File: src/rtl/tamagotchi_input_hub.sv
// Input conditioner for the pet's buttons and sensors: synchronise, debounce,
// classify short/long presses and funnel them through one prioritised event FIFO.

module tih_channel #(
    parameter int   DEBOUNCE_CYCLES   = 1000000,
    parameter int   LONG_PRESS_CYCLES = 250000000,
    parameter logic ACTIVE_LOW        = 1'b1
) (
    input  logic clk,
    input  logic rst,
    input  logic raw,
    output logic level,
    output logic raise,
    output logic raise_long
);
    localparam int DB_W = $clog2(DEBOUNCE_CYCLES);
    localparam int HD_W = $clog2(LONG_PRESS_CYCLES);

    typedef enum logic [1:0] {IDLE, HELD, LONG_SENT} hold_st_t;

    logic [1:0]      sync;
    logic            s;
    logic [DB_W-1:0] db;
    logic [HD_W-1:0] hcnt;
    hold_st_t        st;

    // Synchroniser idles at the inactive raw level so reset never looks like a press.
    always_ff @(posedge clk or posedge rst) begin
        if (rst) sync <= {2{ACTIVE_LOW}};
        else     sync <= {sync[0], raw};
    end

    assign s = sync[1] ^ ACTIVE_LOW;

    always_ff @(posedge clk or posedge rst) begin
        if (rst) begin
            db    <= '0;
            level <= 1'b0;
        end else if (s == level) begin
            db <= '0;
        end else if (db == DB_W'(DEBOUNCE_CYCLES - 1)) begin
            level <= s;
            db    <= '0;
        end else begin
            db <= db + 1'b1;
        end
    end

    always_ff @(posedge clk or posedge rst) begin
        if (rst) begin
            st   <= IDLE;
            hcnt <= '0;
        end else begin
            case (st)
                IDLE: begin
                    if (level) begin
                        st   <= HELD;
                        hcnt <= '0;
                    end
                end
                HELD: begin
                    if (!level)                                   st <= IDLE;
                    else if (hcnt == HD_W'(LONG_PRESS_CYCLES - 1)) st <= LONG_SENT;
                    else                                          hcnt <= hcnt + 1'b1;
                end
                LONG_SENT: begin
                    if (!level) st <= IDLE;
                end
                default: st <= IDLE;
            endcase
        end
    end

    // A release in HELD beats the terminal count, so a tie reports short.
    always_comb begin
        raise      = (st == HELD) && (!level || hcnt == HD_W'(LONG_PRESS_CYCLES - 1));
        raise_long = (st == HELD) && level;
    end
endmodule

module tamagotchi_input_hub #(
    parameter int              N_CH              = 6,
    parameter int              DEBOUNCE_CYCLES   = 1000000,
    parameter int              LONG_PRESS_CYCLES = 250000000,
    parameter logic [N_CH-1:0] ACTIVE_LOW        = {N_CH{1'b1}},
    parameter int              EVT_DEPTH         = 4,
    localparam int             CH_W              = (N_CH > 1) ? $clog2(N_CH) : 1
) (
    input  logic            clk,
    input  logic            rst,
    input  logic [N_CH-1:0] raw_in,
    output logic [N_CH-1:0] level_out,
    output logic            evt_valid,
    output logic [CH_W-1:0] evt_ch,
    output logic            evt_long,
    input  logic            evt_ready,
    output logic            ovf,
    input  logic            ovf_clr
);
    localparam int PTR_W = $clog2(EVT_DEPTH);
    localparam int CNT_W = PTR_W + 1;

    typedef struct packed {
        logic [CH_W-1:0] ch;
        logic            lng;
    } evt_t;

    logic [N_CH-1:0] raise, raise_long;
    logic [N_CH-1:0] pend_vld, pend_long;
    logic [N_CH-1:0] gnt_oh;
    logic [CH_W-1:0] gnt_idx;
    logic            gnt_vld, gnt_long;
    logic            push, pop, lost;

    evt_t             mem [EVT_DEPTH];
    logic [PTR_W-1:0] wptr, rptr;
    logic [CNT_W-1:0] cnt;

    for (genvar i = 0; i < N_CH; i++) begin : g_ch
        tih_channel #(
            .DEBOUNCE_CYCLES  (DEBOUNCE_CYCLES),
            .LONG_PRESS_CYCLES(LONG_PRESS_CYCLES),
            .ACTIVE_LOW       (ACTIVE_LOW[i])
        ) u_ch (
            .clk       (clk),
            .rst       (rst),
            .raw       (raw_in[i]),
            .level     (level_out[i]),
            .raise     (raise[i]),
            .raise_long(raise_long[i])
        );
    end

    // Fixed priority: lowest channel index wins the single FIFO write slot.
    always_comb begin
        gnt_oh   = '0;
        gnt_idx  = '0;
        gnt_vld  = 1'b0;
        gnt_long = 1'b0;
        for (int i = 0; i < N_CH; i++) begin
            if (pend_vld[i] && !gnt_vld) begin
                gnt_oh[i] = 1'b1;
                gnt_idx   = CH_W'(i);
                gnt_long  = pend_long[i];
                gnt_vld   = 1'b1;
            end
        end
    end

    assign evt_valid = (cnt != '0);
    assign pop       = evt_valid && evt_ready;
    assign push      = gnt_vld && ((cnt != CNT_W'(EVT_DEPTH)) || pop);
    assign lost      = |(raise & pend_vld);

    always_ff @(posedge clk or posedge rst) begin
        if (rst) begin
            pend_vld  <= '0;
            pend_long <= '0;
        end else begin
            for (int i = 0; i < N_CH; i++) begin
                if (raise[i] && !pend_vld[i]) begin
                    pend_vld[i]  <= 1'b1;
                    pend_long[i] <= raise_long[i];
                end else if (push && gnt_oh[i]) begin
                    pend_vld[i] <= 1'b0;
                end
            end
        end
    end

    always_ff @(posedge clk or posedge rst) begin
        if (rst)           ovf <= 1'b0;
        else if (lost)     ovf <= 1'b1;
        else if (ovf_clr)  ovf <= 1'b0;
    end

    always_ff @(posedge clk or posedge rst) begin
        if (rst) begin
            wptr <= '0;
            rptr <= '0;
            cnt  <= '0;
            for (int i = 0; i < EVT_DEPTH; i++) mem[i] <= '0;
        end else begin
            if (push) begin
                mem[wptr] <= '{ch: gnt_idx, lng: gnt_long};
                wptr      <= wptr + 1'b1;
            end
            if (pop) rptr <= rptr + 1'b1;
            case ({push, pop})
                2'b10:   cnt <= cnt + 1'b1;
                2'b01:   cnt <= cnt - 1'b1;
                default: cnt <= cnt;
            endcase
        end
    end

    // Show-ahead head: the entry at rptr is presented whenever the FIFO is non-empty.
    assign evt_ch   = mem[rptr].ch;
    assign evt_long = mem[rptr].lng;
endmodule

File: config.mk
export PLATFORM = sky130hd
export DESIGN_NAME = tamagotchi_input_hub
export DESIGN_NICKNAME = d
export VERILOG_FILES = /design/src/rtl/tamagotchi_input_hub.sv
export SDC_FILE = /design/constraint.sdc
export NUM_CORES = 1
export LEC_CHECK = 0
export CORE_ASPECT_RATIO = 0.8
export CORE_MARGIN = 5
export CORE_UTILIZATION = 32
export DETAILED_ROUTE_END_ITERATION = 8
export PLACE_DENSITY = 0.56
export SLEW_MARGIN = 0
export SYNTH_ARGS = -nofsm -noshare
export SYNTH_HDL_FRONTEND = slang
export SYNTH_HIERARCHICAL = 1
export SYNTH_SLANG_ARGS = --single-unit
File: constraint.sdc
create_clock -name clk -period 3.6 [get_ports clk]
set_input_delay 1.08 -clock clk [delete_from_list [all_inputs] [get_ports clk]]
set_output_delay 1.08 -clock clk [all_outputs]
set_load 0.05 [all_outputs]
Word-level counts from Yosys, hierarchy flattened. Index checks and enable logic that the tools add are counted.

Register bits: 354. Input bits: 10. Output and inout port bits: 12. Logic and storage cells: 356.

Add/subtract/negate cells: 16. $lt $le $gt $ge: 3. Equal/unequal tests: 63. Mux-type cells: 109. Bitwise logic cells: 15. Reduce and logical (&&, ||, !) cells: 96.

Operators with widths (count): $mux W28 (18); $pmux W28 S2 (6); $mux W20 (12); $add A28 B1 Y28 const B (6); $eq A28 B28 Y1 const B (6); $add A20 B1 Y20 const B (6); $eq A20 B20 Y1 const B (6); $mux W2 (24); $pmux W2 S3 (6); $logic_and A1 B1 Y1 (32); $mux W1 (32); $reduce_bool A2 Y1 (14); $ne A2 B1 Y1 const B (12); $ne A2 B2 Y1 const B (12); $reduce_and A4 Y1 (6); $ne A3 B3 Y1 const B (7); $reduce_and A3 Y1 (6); $logic_not A1 Y1 (17); $bwmux W16 (1); $eq A2 B1 Y1 const B (7); $eq A2 B2 Y1 const B (7); $logic_not A2 Y1 (6); $mux W3 (4); $mux W4 (3); other kinds (16) (46).

Logic depth before layout (Yosys ltp).
Depth in word-level cells: 20. Gate-level depth with buffers: 8. Mapped depth without buffers: 7.

By module. The synthesis kept the hierarchy.

By module, submodules not included: tih_channel at g_ch[0].u_ch ... (times used 5, cells each 308, area an instance 2792.7 um^2, seq. area each 1328.8 um^2); tih_channel at g_ch[5].u_ch (times used 1, cells each 365, area an instance 3196.8 um^2, seq. area each 1328.8 um^2); tamagotchi_input_hub (times used 1, cells each 170, area an instance 1896.8 um^2, seq. area each 900.9 um^2).

Worst setup path after synthesis. No wires, ideal clock.

Path kind: input port to flip-flop. Start: in evt_ready. End: reg cnt[2]. Setup time: 135 ps. Data arrival time: 2223 ps. Slack: 1242 ps. Cell stages on the path: 5. Path through: or4b_2 buf_4 o2111ai_1 o31ai_1 xor2_1.

Word-level cells in the longest chain between the ends: 5. Elaborated cells on any way between the ends: 7. Classes of those cells: 2 x eq/ne; 1 x mux; 4 x reduce/logical.

Ends and longest elaborated chain: start, declared (line 96) `input logic evt_ready,`; $logic_and A1 B1 Y1 (*) (line 151) `assign pop = evt_valid && evt_ready;`; $logic_or A1 B1 Y1 (line 152) `assign push = gnt_vld && ((cnt != CNT_W'(EVT_DEPTH)) || pop);`; $logic_and A1 B1 Y1 (line 152); $eq A2 B1 Y1 or $eq A2 B2 Y1 (tied branches) (line 189) `case ({push, pop})`; $pmux W3 S2 or $reduce_bool A2 Y1 (tied branches); end signal, assigned (line 190) `2'b10: cnt <= cnt + 1'b1;`; end signal, assigned (line 191) `2'b01: cnt <= cnt - 1'b1;`; end signal, assigned (line 192) `default: cnt <= cnt;`; end, declared (line 117) `logic [CNT_W-1:0] cnt;`.

Mark *: on every way between the ends. The rest lies on a longest branch, timed or not. A chain may end at the register's enable or synchronous reset.

Final worst setup path.
Start: reg rptr[0]. End: out evt_ch[1].

Word-level cells in the longest chain between the ends: 4.

Ends and longest elaborated chain: start, declared (line 116) `logic [PTR_W-1:0] wptr, rptr;`; start signal, assigned (line 188) `if (pop) rptr <= rptr + 1'b1;`; $not A2 Y3 (not written as such) (line 198) `assign evt_ch = mem[rptr].ch;`; $bmux W4 S2 (line 198); $mux W4 (2 in a row); end, declared (line 94) `output logic [CH_W-1:0] evt_ch,`.

No other way between the ends. The select of a mux whose other input is x is not followed.

==> results.py <==
metrics = {
    "cts": {
        "path_clk_slew_ns": 0.06,
        "cts_setup_buffers": 0,
        "cts_hold_buf": 0,
        "cts_buffers": 42,
        "clockRootBuffer": "clkbuf_16",
        "clock_sinks": 354,
        "htree_levels": 2,
        "clock_latency_ns": 0.57,
        "clockBufferDepth": 3,
        "cts_tree": "yes",
    },
    "timing": {
        "skew_ns": 0.0117,
        "maxSlewViolCount": 0,
        "max_clock_freq_mhz": 286,
        "period_share_pct": 97.0,
        "hold_viol_final": 0,
        "fin_ws_ns": 0.108,
        "tns_ns": 0,
        "rsz0062_at_grt": "no",
        "relSlewSlack_pct": 34.1,
        "post-route-min-period_ns": 3.49,
        "worstMarginPinSlew_ns": 0.981,
        "setup_violations": 0,
    },
    "power_and_ir_drop": {
        "p_leak_uw": 0.00877,
        "p_switching_uw": 2420,
        "p_seq_share_pct": 44.7,
        "p_clk_share_pct": 46.6,
        "p_int_uw": 7110,
        "sw_frac_of_total_pct": 25.4,
        "vdd_drop_max_mv": 0.284,
        "power.density_nw_per_um2": 441,
        "p_comb_share_pct": 8.7,
    },
    "worst_setup_path": {
        "cp-end-kind": "output pin",
        "worst-r2r-cell-count": 8,
        "start_kind": "flip-flop",
        "rr_startpoint": "g_ch[4].u_ch/hcnt[20]$_DFFE_PP0P_",
        "startpoint": "rptr[0]$_DFFE_PP0P_",
        "critPathTopFamily": "buffers and inverters",
        "cpPeakStageDelay_ns": 0.76,
        "slowest_stage": "clkdlybuf4s50_1",
        "path_depth": 2,
        "path_buf_inv": 1,
        "worstPathCellList": "mux4_2 > clkdlybuf4s50_1",
        "worstPathArrival_ns": 2.41,
        "critPathKind": "reg2out",
        "critPathRequiredTime_ns": 2.52,
        "crit_path_max_fanout": 6,
    },
    "synthesis": {
        "netlist_area_um2": 19100,
        "yosysUniqueCellTypes": 80,
        "ys_seq_area_share_pct": 46.6,
        "syn_area_per_cell_um2": 9.18,
        "synthFlopType": "dfrtp_1",
        "synth_cells": 2075,
        "synthArstFlopShare_pct": 100,
        "synth_fp_nets": 2102,
        "yosysWarnings": 6,
        "ys_seq_elements": 354,
        "synth-edff-count": 0,
    },
    "grt": {
        "grt_use_met2_pct": 19.8,
        "overflow": 0,
        "grt_pass1_wl_um": 76100,
        "track_usage_pct": 13.7,
        "use_met3_pct": 2.41,
        "first_global_vias": 14700,
        "grtUsageMet1_pct": 20.9,
        "grt_max_degree": 54,
        "top_usage_layer": "met1",
        "grt_antenna_before_repair": 2,
    },
    "place": {
        "placed_cells": 2821,
        "dp_hpwl_um": 29200,
        "place_ws_ns": 0.591,
        "gp_congestion": 0.826,
        "numPortBuffers": 21,
    },
    "floorplanning": {
        "die_x_um": 283,
        "pin_count": 22,
        "die_h_um": 228,
        "die_area_um2": 64600,
        "core.rowCount": 80,
        "start_util_pct": 32.1,
        "coreArea_um2": 59400,
    },
    "layout": {
        "area_delta_synth_final_pct": 13.4,
        "nNetsFinal": 2113,
        "instances_no_fill": 2900,
        "final_common_cell": "dfrtp_1",
        "drive_gt1_share_pct": 9.15,
        "final_cell_mix": "342 x dfrtp_1, 227 x nand2_1, 187 x nor2_1",
    },
    "routing": {
        "dr.pass1.iters": 7,
        "drc_errors": 0,
        "ant_nets": 0,
        "vias": 15600,
        "wire_per_inst_um": 15.4,
        "route.final.wire_length_um": 44700,
        "vias_per_cell": 5.36,
        "first_iter_violations": 1247,
    },
    "hold_path": {
        "hold_path_class": "reg2reg",
        "hp-start": "g_ch[2].u_ch/sync[0]$_DFF_PP1_",
        "min_path_cells": 0,
    },
    "status": {
        "outcome": "completed",
    },
    "run": {
        "drv_cap": 0,
    },
}
==> metrics by stage <==
step           hold slack, ns  util, %  power [uW]  area (um2)
2_1_floorplan           0.345        -        4900       19100
3_3_place_gp            0.347     33.9        5160       20100
3_5_place_dp            0.347     33.9        5180       20100
4_1_cts                 0.357     36.4        9730       21600
5_1_grt                 0.357     36.4        9980       21600
6_report                0.355     36.4        9530       21600
==> power by group through the flow <==
stage          clock network [uW]  registers [uW]  logic, uW
2_1_floorplan                   0            4280        620
4_1_cts                      4620            4260        848
5_1_grt                      4770            4280        923
6_report                     4440            4260        826
3_5_place_dp                    0            4330        847
3_3_place_gp                    0            4320        838
==> layout make-up <==
cell class	count	area, um2
well taps	779	975
multi-input cells	1556	9510
diodes	1	2.50
clock buffers	62	1320
fillers	5949	37700
clock inverters	16	144
repair buffers	48	477
flip-flops and latches	354	8870
inverters	84	315
==> worst paths after layout <==
check                                                    endpoint  slack (ns)
worst max-delay path                                    evt_ch[1]        0.11
worst min-delay path               g_ch[2].u_ch/sync[1]$_DFF_PP1_        0.35
worst max register to register           pend_long[4]$_DFFE_PP0P_        0.95
worst min register to register     g_ch[2].u_ch/sync[1]$_DFF_PP1_        0.35
max in group asynchronous       g_ch[1].u_ch/hcnt[22]$_DFFE_PP0P_        1.90
min in group asynchronous       g_ch[4].u_ch/hcnt[26]$_DFFE_PP0P_        0.89
==> metal layers <==
layer | up-vias | wire, um
met5 | - | 13
met4 | 2 | 940
met3 | 58 | 2060
met2 | 271 | 19100
met1 | 7620 | 22600
li1 | 7605 | -
==> cells in the mapped netlist, types with 16 or more instances <==
master | number | share of area (%)
nand2b_1 | 20 | 0.66
and2_1 | 18 | 0.59
or4_1 | 24 | 0.95
nand4_1 | 60 | 2.0
o31ai_1 | 37 | 1.5
o311ai_0 | 23 | 1.1
or3_1 | 28 | 0.92
a31oi_1 | 35 | 1.1
o21ai_0 | 131 | 3.4
and4_1 | 26 | 1.2
inv_1 | 79 | 1.6
a21oi_1 | 88 | 2.3
o22ai_1 | 16 | 0.53
clkbuf_1 | 55 | 1.1
xor2_1 | 70 | 3.2
o211ai_1 | 33 | 1.3
nor2b_1 | 16 | 0.53
nand3_1 | 153 | 4.0
nor3_1 | 46 | 1.2
mux2i_1 | 16 | 0.84
ha_1 | 16 | 1.1
xnor2_1 | 41 | 1.9
nor2_1 | 187 | 3.7
and3_1 | 49 | 1.6
nor4_1 | 24 | 0.79
dfrtp_1 | 342 | 45
nand2_1 | 227 | 4.5
==> what timing repair did <==
item / CTS / global route
endpoints found under the setup margin: 1 / 1
endpoints found under the hold margin: 0 / 0
gates resized for setup: 1 / 1
pin swaps: 0 / 0
==> logic make-up after synthesis <==
family	Yosys count	share of synthesized area (%)
XOR/XNOR	111	5.10
flip-flops	354	46.6
AO/OA/AOI/OAI	422	14.1
multiplexers	26	1.67
adder cells (fa/ha/maj)	17	1.16
AND/OR/NAND/NOR	980	27.8
buffers and inverters	165	3.55
==> state kept, by name, indices dropped and copies added (netlist names), 2 cells and up <==
name,cells
mem,16
g_ch.u_ch/level,6
cnt,3
g_ch.u_ch/hcnt,168
g_ch.u_ch/db,120
rptr,2
g_ch.u_ch/st,12
pend_long,6
pend_vld,6
g_ch.u_ch/sync,12
wptr,2
No activity file was read; power rests on OpenSTA's default activity.
